--- config.mk ---
export PLATFORM = sky130hd
export DESIGN_NAME = mux_scan_sel
export DESIGN_NICKNAME = d
export VERILOG_FILES = /design/src/rtl/mux_scan_sel.sv
export SDC_FILE = /design/constraint.sdc
export NUM_CORES = 1
export LEC_CHECK = 0
export BUFFER_PORTS_ARGS = -buffer_cell sky130_fd_sc_hd__buf_2
export CAP_MARGIN = 10
export CORE_MARGIN = 2
export CORE_UTILIZATION = 49
export DETAILED_ROUTE_END_ITERATION = 7
export PLACE_DENSITY_LB_ADDON = 0.12
export SYNTH_ARGS = -nofsm -noshare
export SYNTH_HDL_FRONTEND = slang
export SYNTH_SLANG_ARGS = --single-unit
--- constraint.sdc ---
create_clock -name clk -period 3.4 [get_ports clk]
set_input_delay 0.51 -clock clk [delete_from_list [all_inputs] [get_ports clk]]
set_output_delay 0.51 -clock clk [all_outputs]
set_load 0.01 [all_outputs]
--- src/rtl/mux_scan_sel.sv ---
// Two-stage pipelined CH:1 channel selector with valid/ready handshake.
// Optional auto-scan channel sequencing is compiled in when MUX_SCAN_EN is defined.
module mux_scan_sel #(
  parameter int WIDTH = 8,
  parameter int CH = 8,
  localparam int SELW = $clog2(CH)
) (
  input  logic                  clk,
  input  logic                  rst,
  input  logic [CH*WIDTH-1:0]   in_data,
  input  logic [SELW-1:0]       sel,
  input  logic                  mode,
  input  logic                  in_valid,
  output logic                  in_ready,
  output logic [WIDTH-1:0]      out_data,
  output logic [SELW-1:0]       out_ch,
  output logic                  out_valid,
  input  logic                  out_ready
);

  localparam int GRP = CH / 4;
  localparam int HIW = (SELW > 2) ? SELW - 2 : 1;

  logic                  stall_s;
  logic                  accept_s;
  logic [SELW-1:0]       idx_s;
  logic [WIDTH-1:0]      part_s [GRP];
  logic [HIW-1:0]        hi_s;

  logic                  s1_valid_r;
  logic [WIDTH-1:0]      s1_part_r [GRP];
  logic [SELW-1:0]       s1_idx_r;
  logic                  out_valid_r;
  logic [WIDTH-1:0]      out_data_r;
  logic [SELW-1:0]       out_ch_r;

  assign stall_s  = out_valid_r & ~out_ready;
  assign accept_s = in_valid & ~stall_s;
  assign in_ready = ~stall_s;

`ifdef MUX_SCAN_EN
  logic            mode_r;
  logic [SELW-1:0] scan_ptr_r;
  logic [SELW-1:0] scan_cur_s;
  logic [SELW-1:0] scan_nxt_s;

  // Scan index selection; a rising mode edge restarts the scan at channel 0 in the same cycle
  always_comb begin
    scan_cur_s = scan_ptr_r;
    scan_nxt_s = scan_ptr_r;
    idx_s      = sel;
    if (mode) begin
      if (!mode_r) begin
        scan_cur_s = {SELW{1'b0}};
      end else begin
        scan_cur_s = scan_ptr_r;
      end
      idx_s = scan_cur_s;
      if (accept_s) begin
        scan_nxt_s = scan_cur_s + {{(SELW-1){1'b0}}, 1'b1};
      end else begin
        scan_nxt_s = scan_cur_s;
      end
    end else begin
      scan_nxt_s = scan_ptr_r;
    end
  end

  // Scan pointer and registered mode for edge detection
  always_ff @(posedge clk or posedge rst) begin
    if (rst) begin
      mode_r     <= 1'b0;
      scan_ptr_r <= {SELW{1'b0}};
    end else begin
      mode_r     <= mode;
      scan_ptr_r <= scan_nxt_s;
    end
  end
`else
  logic unused_mode_s;
  assign unused_mode_s = mode;
  assign idx_s         = sel;
`endif

  // First-level 4:1 selection inside each group of four channels
  always_comb begin
    for (int g = 0; g < GRP; g++) begin
      part_s[g] = in_data[(4*g + int'(idx_s[1:0]))*WIDTH +: WIDTH];
    end
  end

  assign hi_s = HIW'(s1_idx_r >> 2);

  // Stage 1: partial results and index, frozen while the output is stalled
  always_ff @(posedge clk or posedge rst) begin
    if (rst) begin
      s1_valid_r <= 1'b0;
      s1_idx_r   <= {SELW{1'b0}};
      for (int g = 0; g < GRP; g++) begin
        s1_part_r[g] <= {WIDTH{1'b0}};
      end
    end else if (!stall_s) begin
      s1_valid_r <= accept_s;
      if (accept_s) begin
        s1_idx_r <= idx_s;
        for (int g = 0; g < GRP; g++) begin
          s1_part_r[g] <= part_s[g];
        end
      end
    end
  end

  // Stage 2: final group selection; data holds its last value when not valid
  always_ff @(posedge clk or posedge rst) begin
    if (rst) begin
      out_valid_r <= 1'b0;
      out_data_r  <= {WIDTH{1'b0}};
      out_ch_r    <= {SELW{1'b0}};
    end else if (!stall_s) begin
      out_valid_r <= s1_valid_r;
      if (s1_valid_r) begin
        out_data_r <= s1_part_r[hi_s];
        out_ch_r   <= s1_idx_r;
      end
    end
  end

  assign out_valid = out_valid_r;
  assign out_data  = out_data_r;
  assign out_ch    = out_ch_r;

endmodule

==> flow_metrics.tcl, run 1 <==
set metrics [dict create \
    cts_repair_resize_count 0 \
    detailedRoute.firstPassIterationCount 4 \
    core_area_um2 3340 \
    ys_async_rst_share_pct 100 \
    initial_utilization_pct 50.8 \
    clkLatencyLatePin_ns 0.32 \
    drc 0 \
    cts_sinks 32 \
    cts_hold_buf 0 \
    num_antenna_cells 0 \
    gp_congestion 0.723 \
    cts.htree.levels 2 \
    antenna_violations_before_repair 0 \
    detailedPlacementHpwl_mm 2.51 \
    dr.first_iter.drc_count 26 \
    globalRouteOverflowTotal 0 \
    layout_worst_path_cycle_share_pct 57.3 \
    critical_path_peak_fanout 20 \
    die-area_um2 3950 \
    relSlewSlack_pct 45.0 \
    worst-setup-path-type "reg2reg" \
    syn2layout_area_growth_pct 29.2 \
    syn-mean-instance-area_um2 15.3 \
    rsz0062_at_grt "no" \
    avgRoutedWirePerCell_um 13.7 \
    pwr_density_cell_nw_per_um2 494 \
    setup_viol_count_final 0 \
    fin_cells 239 \
    synth-main-ff-cell "sky130_fd_sc_hd__dfrtp_1" \
    start_kind "flip-flop" \
    final_layout_size_suffix_gt1_share_pct 63.7 \
    vias 1255 \
    worst-slew-pin-transition_ns 0.822 \
    synth_area_um2 1700 \
    postCtsSetupBuffers 0 \
    maxCapViolCount 0 \
    outcome "complete, no violations" \
    synth-edff-count 0 \
    clock_tree_skew_after_final_layout_ns 0.00801 \
    finalWorstPathRequiredPeriod_ns 1.95 \
    total_leakage_power_nw 1.05 \
    synth_sequential_area_ratio_pct 47.2 \
    ys_seq_elements 32 \
    power.ir.vdd_worst_mv 0.234 \
    timing.critical_path.to_type "flip-flop" \
    grt_use_total_pct 17.8 \
    clock.fmax_ghz 0.513 \
    place_inst 230 \
    port-buffer-count 83 \
    cts_buffers 5 \
    synth_top_area_share_pct 47.2 \
    fp.dieW_um 62.8 \
    pin_count 85 \
    synth_largest_area_cell "sky130_fd_sc_hd__dfrtp_1" \
    finalPower_w 0.00108 \
    netlist-cell-type-count 15 \
    yosysMostFrequentCell "sky130_fd_sc_hd__dfrtp_1" \
    timing.hold.worst.class "in2async" \
    final_max_slew_viol_count 0 \
    synth.net_count 183 \
    yosysWarningCount 0 \
    finalHoldViolCount 0 \
    finalNetCount 264 \
    finalSetupTns_ns 0 \
    grt_pass1_wl_mm 5.38 \
    cts.clk_slew.worst_paths_ns 0.09 \
    post_drt_via_cell_ratio 5.25 \
    synth_common_cells "sky130_fd_sc_hd__dfrtp_1 (32), sky130_fd_sc_hd__mux2_2 (22), sky130_fd_sc_hd__a21oi_1 (16)" \
    tritoncts_clock_tree "built" \
    clock-root-buffer "sky130_fd_sc_hd__clkbuf_4" \
    grt_pass1_vias 1252 \
    synthesis.instances 111 \
    std_cell_rows 21 \
    grt_max_degree 33 \
    clock_path_buffers 2 \
    r2r_setup_slack_ns 1.45 \
    netlist_top_cells_area "sky130_fd_sc_hd__dfrtp_1 (47%), sky130_fd_sc_hd__mux2_2 (15%), sky130_fd_sc_hd__mux4_2 (12%)" \
    finalWirelength_mm 3.29 \
    arr_time_crit_path_ns 2.15 \
    worst-endpoint-required_ns 3.60 \
    detail-route-antenna-nets 0 \
    die_height_um 62.8 \
]
## worst max-delay path: stages, from the launching register on
cell and delay [ns]:
sky130_fd_sc_hd__dfrtp_1 0.38, sky130_fd_sc_hd__nand2b_1 0.36, sky130_fd_sc_hd__nand2_1 0.61, sky130_fd_sc_hd__mux2_2 0.48
## metrics by stage
step	setup slack (ns)	utilization, %	hold WS [ns]	cell area, µm²
CTS	1.44	64.8	0.419	2160
finish	1.45	65.6	0.241	2190
global placement	1.21	63.0	0.483	2100
detailed placement	1.16	63.0	0.491	2100
global route	1.28	65.6	0.254	2190
floorplan	1.74	-	0.474	1700
## cells by family (layout without fill, tap and decap cells)
kind of cell	after synthesis	after routing	synth area share [%]
AND/OR/NAND/NOR	4	4	1.18
AO/OA/AOI/OAI	17	17	5.02
multiplexers	46	46	42.1
buffers and inverters	12	94	4.43
flip-flops	32	32	47.2
## where the power goes
| part | internal (W) | leakage [nW] | switching [W] |
|---|---|---|---|
| sequential | 0.000483 | 0.368 | 0.0000658 |
| combinational | 0.000183 | 0.648 | 0.000134 |
| clock | 0.0000983 | 0.0380 | 0.000118 |
| total | 0.000764 | 1.05 | 0.000318 |
## cell usage in the layout, fill, tap and decap left out
cell type	synthesis	final
sky130_fd_sc_hd__mux4_1	7	7
sky130_fd_sc_hd__nand2_1	2	2
sky130_fd_sc_hd__nand2b_1	1	1
sky130_fd_sc_hd__o21ai_0	1	1
sky130_fd_sc_hd__and2_1	1	1
sky130_fd_sc_hd__a21oi_1	16	16
sky130_fd_sc_hd__clkinv_2	0	2
sky130_fd_sc_hd__clkbuf_4	0	5
sky130_fd_sc_hd__clkbuf_8	0	1
sky130_fd_sc_hd__inv_1	2	2
sky130_fd_sc_hd__mux2_2	22	22
sky130_fd_sc_hd__buf_2	5	83
sky130_fd_sc_hd__dfrtp_1	32	32
sky130_fd_sc_hd__buf_16	0	1
sky130_fd_sc_hd__mux4_2	9	9
sky130_fd_sc_hd__mux2i_1	8	8
## state kept, by name, indices dropped and copies added (netlist names)
register    cells
out_data        8
out_ch          3
s1_valid_r      1
out_valid       1
s1_part_r      16
s1_idx_r        3
## worst paths after layout
check / start / to / depth (start not counted)
max: out_valid / s1_part_r[6] / 3
min: rst / out_valid / 2
max reg2reg: out_valid / s1_part_r[6] / 3
min reg2reg: out_ch[2] / out_ch[2] / 1
max in group asynchronous: rst / s1_part_r[2] / 3
min in group clk: sel[2] / s1_idx_r[2] / 2
## layer usage
layer  vias to the layer above  GRT usage [%]  share of wire, %  wire length [µm]
li1                        592              -                 -                 -
met1                       602           20.8                41              1340
met3                         4           5.23               7.5               245
met5                         -              0                 0                 0
met4                         0           8.33               1.2                41
met2                        57           30.4                51              1660
## final cells by class
| type | count | area (µm²) |
|---|---|---|
| flip-flops and latches | 32 | 801 |
| multi-input cells | 67 | 820 |
| inverters | 2 | 7.51 |
| repair buffers | 84 | 443 |
| clock inverters | 2 | 10.0 |
| well taps | 46 | 57.6 |
| fillers | 283 | 1150 |
| clock buffers | 6 | 51.3 |
(Power assumes the default switching activity.)
==> run 2, diff against run 1 <==
ABC_AREA = 1   (was not set)
clock period = 2 ns   (was 3.4 ns; I/O delays follow)
==> run 2 against run 1 <==
Final cell count is 99% higher. Register-to-register slack worse by 0.74 ns. Via count is 64% higher. Routed wire length is 34% higher. Synthesized cell count grew to 3.1 times the previous value. Setup slack worse by 0.82 ns. Non-clock buffer count stayed put. Sequential share of layout area is 5.5 points lower. Flip-flop and latch count stayed put. Clock skew is 0.0024 ns lower. Critical path type is now reg2out.
==> flow_metrics.tcl, run 2 <==
set metrics [dict create \
    largest-register "s1_part_r" \
    synth_top_area_share_pct 37.1 \
    crit_path_frequent_cell "sky130_fd_sc_hd__inv_1" \
    cts.htree.levels 2 \
    finalWorstPathRequiredPeriod_ns 1.37 \
    syn-mean-instance-area_um2 6.19 \
    synthesis.instances 349 \
    fp.dieW_um 70.4 \
    die-area_um2 4950 \
    globalRouteOverflowTotal 0 \
    cts_repair_resize_count 0 \
    post_drt_via_cell_ratio 4.32 \
    detailedRoute.firstPassIterationCount 4 \
    timing.critical_path.buf_inv 3 \
    pin_count 85 \
    largest_register_ffs 16 \
    mostFrequentLayoutCell "sky130_fd_sc_hd__nand2_1" \
    detail-route-antenna-nets 0 \
    yosysMostFrequentCell "sky130_fd_sc_hd__nand2_1" \
    timing.hold.worst.class "in2async" \
    std_cell_rows 24 \
    power.ir.vdd_worst_mv 0.331 \
    synth_largest_area_cell "sky130_fd_sc_hd__dfrtp_1" \
    syn2layout_area_growth_pct 19.5 \
    layout.filler_cells 440 \
    clock_path_buffers 2 \
    footprint_of_the_multi_input_gates_um2 928 \
    worstSetupStartpoint "out_valid" \
    port-buffer-count 83 \
    postCtsSetupBuffers 0 \
    synth_sequential_area_ratio_pct 37.1 \
    fin_cells 476 \
    clock-root-buffer "sky130_fd_sc_hd__clkbuf_8" \
    antenna_violations_before_repair 0 \
    cts.clk_slew.worst_paths_ns 0.06 \
    clock.fmax_ghz 0.728 \
    total_leakage_power_nw 1.76 \
    grt_pass1_vias 1791 \
    grt_max_degree 34 \
    clock_tree_skew_after_final_layout_ns 0.00565 \
    synth_area_um2 2160 \
    finalPower_w 0.00187 \
    grt_pass1_wl_mm 7.59 \
    arr_time_crit_path_ns 1.07 \
    synth-main-ff-cell "sky130_fd_sc_hd__dfrtp_1" \
    die_height_um 70.4 \
    ys_seq_elements 32 \
    slowest_delay_ns 0.33 \
    pwr_density_cell_nw_per_um2 726 \
    clkLatencyLatePin_ns 0.28 \
    avgRoutedWirePerCell_um 9.23 \
    ys_async_rst_share_pct 100 \
    finalWirelength_mm 4.39 \
    crit_family "flip-flops" \
    synth_common_cells "sky130_fd_sc_hd__nand2_1 (187), sky130_fd_sc_hd__inv_1 (69), sky130_fd_sc_hd__dfrtp_1 (32), sky130_fd_sc_hd__nand3_1 (32), sky130_fd_sc_hd__buf_6 (8)" \
    yosysWarningCount 0 \
    layout_worst_path_cycle_share_pct 68.6 \
    finalNetCount 496 \
    core_area_um2 4290 \
    dr.first_iter.drc_count 66 \
    cts_hold_buf 0 \
    start_kind "flip-flop" \
    hold_slack_ns 0.0856 \
    crit_path_top_delay_cell "sky130_fd_sc_hd__dfrtp_1" \
    place_inst 469 \
    maxCapViolCount 0 \
    most-common-layout-cells "sky130_fd_sc_hd__nand2_1 (187), sky130_fd_sc_hd__buf_2 (83), sky130_fd_sc_hd__inv_1 (69), sky130_fd_sc_hd__nand3_1 (32), sky130_fd_sc_hd__dfrtp_1 (32)" \
    detailedPlacementHpwl_mm 3.29 \
    outcome "complete, no violations" \
    initial_utilization_pct 50.3 \
    tritoncts_clock_tree "built" \
    vias 2056 \
    finalHoldViolCount 0 \
    num_antenna_cells 0 \
    relSlewSlack_pct 60.7 \
    final_max_slew_viol_count 0 \
    final_layout_size_suffix_gt1_share_pct 23.1 \
    worst-endpoint-required_ns 1.70 \
    rsz0062_at_grt "no" \
    timing.critical_path.to_type "output pin" \
    drc 0 \
    regToRegStartpoint "out_valid" \
    synth.net_count 421 \
    synth-edff-count 0 \
    cts_buffers 5 \
    worst-setup-path-type "reg2out" \
    gp_congestion 0.726 \
    cts_sinks 32 \
    netlist-cell-type-count 16 \
    cp_cell_sequence "inv_1 > nor2_4 > inv_1 > buf_2" \
    critical_path_peak_fanout 3 \
    r2r_setup_slack_ns 0.71 \
    finalSetupTns_ns 0 \
    seqCellArea_um2 801 \
    setup_viol_count_final 0 \
    netlist_top_cells_area "sky130_fd_sc_hd__dfrtp_1 (37%), sky130_fd_sc_hd__nand2_1 (33%), sky130_fd_sc_hd__inv_1 (12%)" \
    grt_use_total_pct 18.9 \
    worst-slew-pin-transition_ns 0.590 \
]
run 2: cell count changes after synthesis, moves of 6 or more:
cell,before,now
sky130_fd_sc_hd__nand2_1,2,187
sky130_fd_sc_hd__inv_1,2,69
sky130_fd_sc_hd__nand3_1,0,32
sky130_fd_sc_hd__mux2_2,22,0
sky130_fd_sc_hd__a21oi_1,16,0
sky130_fd_sc_hd__mux4_2,9,0
sky130_fd_sc_hd__mux2i_1,8,0
sky130_fd_sc_hd__buf_6,1,8
sky130_fd_sc_hd__mux4_1,7,0
sky130_fd_sc_hd__buf_4,0,6
run 2: layout make-up:
class                      instances  area share, %
tap                               52           2.52
inverter                          74           11.1
clock inverter                     1          0.194
timing repair buffer              84           16.4
multi-input combinational        227           36.0
sequential                        32           31.0
clock buffer                       6           2.81
run 2: tightest hold or removal path: cells and delay by family:
| family | cells | cell delay, ns |
|---|---|---|
| buffers and inverters | 3 | 0.47 |
run 2: metrics by stage:
step | worst slack (ns) | util, % | instance area (µm²)
detailed placement | 0.502 | 58.3 | 2500
finish | 0.627 | 60.1 | 2580
global route | 0.539 | 60.1 | 2580
CTS | 0.609 | 60.1 | 2580
global placement | 0.510 | 58.3 | 2500
floorplan | 0.932 | - | 2160
run 2: kinds of logic (layout without fill, tap and decap cells):
group / count (synthesis) / in the layout / share of synthesized area (%)
AOI/OAI and AO/OA: 5 / 5 / 1.33
buffers and inverters: 90 / 165 / 19.9
and+or+nand+nor: 222 / 222 / 41.7
DFF: 32 / 32 / 37.1
run 2: layer usage:
metal  track usage, %  part of all wire, %  vias up
met2             28.7                   42       61
met4             7.69                  1.5        0
li1                 -                    -     1145
met3             3.32                  5.5        5
met1             26.5                   51      845
met5                0                    0        -
run 2: path summary, 6_finish.rpt:
check                           endpoint  cells past startpoint
max in group asynchronous   s1_part_r[3]                      3
hold reg to reg              out_data[0]                      2
setup reg to reg               out_ch[2]                      6
setup / recovery                in_ready                      4
min in group clk             s1_idx_r[2]                      3
hold / removal             s1_part_r[14]                      3
run 2: power by group:
group	switching (W)	internal, W
registers	0.0000710	0.000793
clock network	0.000215	0.000236
logic	0.000328	0.000230
total	0.000614	0.00126
==> run 3, diff against run 2 <==
CORE_UTILIZATION = 44   (was 49)
clock period = 1.1 ns   (was 2 ns; I/O delays follow)
==> run 3 against run 2 <==
Register-to-register slack worse by 0.70 ns. Highest routed layer unchanged. Largest cell class unchanged. Global-route usage is 0.88 points lower. Clock-buffer cell count increased by 2. Critical path type unchanged. Routed wire length rose by 4.9%. Utilization shrank 2.2 points. The run now ends with negative setup slack left.
==> flow_metrics.tcl, run 3 (synthesis results as in run 2) <==
set metrics [dict create \
    antenna_violations_before_repair 0 \
    grt_use_total_pct 18.0 \
    footprint_of_the_multi_input_gates_um2 933 \
    cp_cell_sequence "inv_2 > nor2_4 > inv_2 > buf_6" \
    post_drt_via_cell_ratio 4.20 \
    pin_count 85 \
    slowest_delay_ns 0.35 \
    critical_path_peak_fanout 2 \
    crit_path_frequent_cell "sky130_fd_sc_hd__inv_2" \
    groute.layer.met2.usage_pct 29.8 \
    clock.fmax_ghz 0.891 \
    arr_time_crit_path_ns 0.96 \
    detailedPlacementHpwl_mm 3.44 \
    crit_path_top_delay_cell "sky130_fd_sc_hd__dfrtp_1" \
    clkLatencyLatePin_ns 0.28 \
    total_leakage_power_nw 1.82 \
    clock-root-buffer "sky130_fd_sc_hd__clkbuf_8" \
    timing.critical_path.to_type "output pin" \
    pwr_density_cell_nw_per_um2 1320 \
    post_layout_worst_setup_margin_ns -0.0218 \
    vias 2106 \
    finalSetupTns_ns -0.0218 \
    die-area_um2 5480 \
    power.ir.vdd_worst_mv 0.480 \
    most-common-layout-cells "sky130_fd_sc_hd__nand2_1 (187), sky130_fd_sc_hd__buf_2 (82), sky130_fd_sc_hd__inv_1 (67), sky130_fd_sc_hd__nand3_1 (32), sky130_fd_sc_hd__dfrtp_1 (32)" \
    regToRegStartpoint "out_valid" \
    largest-register "s1_part_r" \
    gp_congestion 0.735 \
    mostFrequentLayoutCell "sky130_fd_sc_hd__nand2_1" \
    worstSetupStartpoint "out_valid" \
    final_layout_size_suffix_gt1_share_pct 25.1 \
    final_max_slew_viol_count 0 \
    cts.htree.levels 2 \
    crit_family "flip-flops" \
    cts_buffers 5 \
    finalWorstPathRequiredPeriod_ns 1.12 \
    relSlewSlack_pct 74.5 \
    worst-slew-pin-transition_ns 0.382 \
    holdCritStartpoint "sel[2]" \
    finalWirelength_mm 4.61 \
    num_antenna_cells 0 \
    global_route.usage.met3_pct 2.57 \
    port-buffer-count 83 \
    die_height_um 74.1 \
    largest_register_ffs 16 \
    clock_path_buffers 2 \
    cts_sinks 32 \
    std_cell_rows 25 \
    outcome "finished with violations" \
    tritoncts_clock_tree "built" \
    dr.first_iter.drc_count 71 \
    grt_max_degree 34 \
    finalNetCount 505 \
    setup_viol_count_final 1 \
    seqCellArea_um2 801 \
    rsz0062_at_grt "yes" \
    grt_pass1_vias 1850 \
    grt_busiest_layer "met2" \
    worst-setup-path-type "reg2out" \
    grt_use_met1_pct 23.7 \
    utilization_after_layout_pct 57.9 \
    syn2layout_area_growth_pct 26.5 \
    initial_utilization_pct 45.7 \
    globalRouteOverflowTotal 0 \
    violations "negative setup slack" \
    finalHoldViolCount 0 \
    maxCapViolCount 0 \
    cts.clk_slew.worst_paths_ns 0.06 \
    fp.dieW_um 74.1 \
    layout.filler_cells 503 \
    core_area_um2 4720 \
    layout_worst_path_cycle_share_pct 102 \
    grt_pass1_wl_mm 7.73 \
    detail-route-antenna-nets 0 \
    finish.instance_area_um2 2730 \
    detailedRoute.firstPassIterationCount 4 \
    timing.hold.worst.class "in2reg" \
    worst-endpoint-required_ns 0.94 \
    timing.critical_path.buf_inv 3 \
    clock_tree_skew_after_final_layout_ns 0.00309 \
    drc 0 \
    start_kind "flip-flop" \
    placed_cell_area_um2 2580 \
    avgRoutedWirePerCell_um 9.20 \
]
-- run 3: repair_timing --
item,in CTS,in global routing
endpoints found under the hold margin,32,0
gates resized for setup,6,3
hold buffers,1,0
buffers inserted,2,1
endpoints found under the setup margin,1,32
pin swaps,1,0
-- run 3: stage by stage --
step	hold WS (ns)	power, W	worst slack [ns]	cells
2_1_floorplan	0.281	0.00231	0.0316	349
3_3_place_gp	0.258	0.00266	0.0454	489
3_5_place_dp	0.260	0.00268	0.0216	489
4_1_cts	0.0958	0.00363	-0.0217	500
5_1_grt	0.0972	0.00387	-0.0613	501
6_report	0.0999	0.00360	-0.0218	501
-- run 3: path summary, 6_finish.rpt --
check                               to  slack [ns]  cells past startpoint
max                           in_ready       -0.02                      4
min                        s1_idx_r[2]         0.1                      3
max reg2reg                s1_idx_r[2]        0.01                      6
min reg2reg                out_data[3]        0.46                      2
max in group asynchronous  s1_idx_r[0]        0.32                      4
min in group asynchronous  out_data[6]        0.50                      4
-- run 3: area by class of cell --
cell class              count  share of cell area, %
well taps                  67                   3.07
multi-input cells         227                   34.2
clock buffers               8                   3.30
repair buffers             93                   19.3
flip-flops and latches     32                   29.3
inverters                  74                   10.9
-- run 3: worst reg2reg max path: stages, from the launching register on --
cell and delay, ns:
sky130_fd_sc_hd__dfrtp_1 0.38, sky130_fd_sc_hd__inv_2 0.07, sky130_fd_sc_hd__nor2_4 0.04, sky130_fd_sc_hd__buf_6 0.12, sky130_fd_sc_hd__nor2_8 0.14, sky130_fd_sc_hd__buf_12 0.16, sky130_fd_sc_hd__o21ai_0 0.07
-- run 3: layer usage --
| metal | part of all wire [%] | vias up | wire, µm |
|---|---|---|---|
| met3 | 5.8 | 7 | 266 |
| met2 | 43 | 72 | 1990 |
| met4 | 1.6 | 0 | 73 |
| li1 | - | 1169 | - |
| met1 | 49 | 858 | 2270 |
| met5 | 0 | - | 0 |
-- run 3: power breakdown --
| group | internal (W) | switching (W) |
|---|---|---|
| Sequential | 0.00144 | 0.000124 |
| Clock | 0.000509 | 0.000388 |
| Combinational | 0.000494 | 0.000638 |
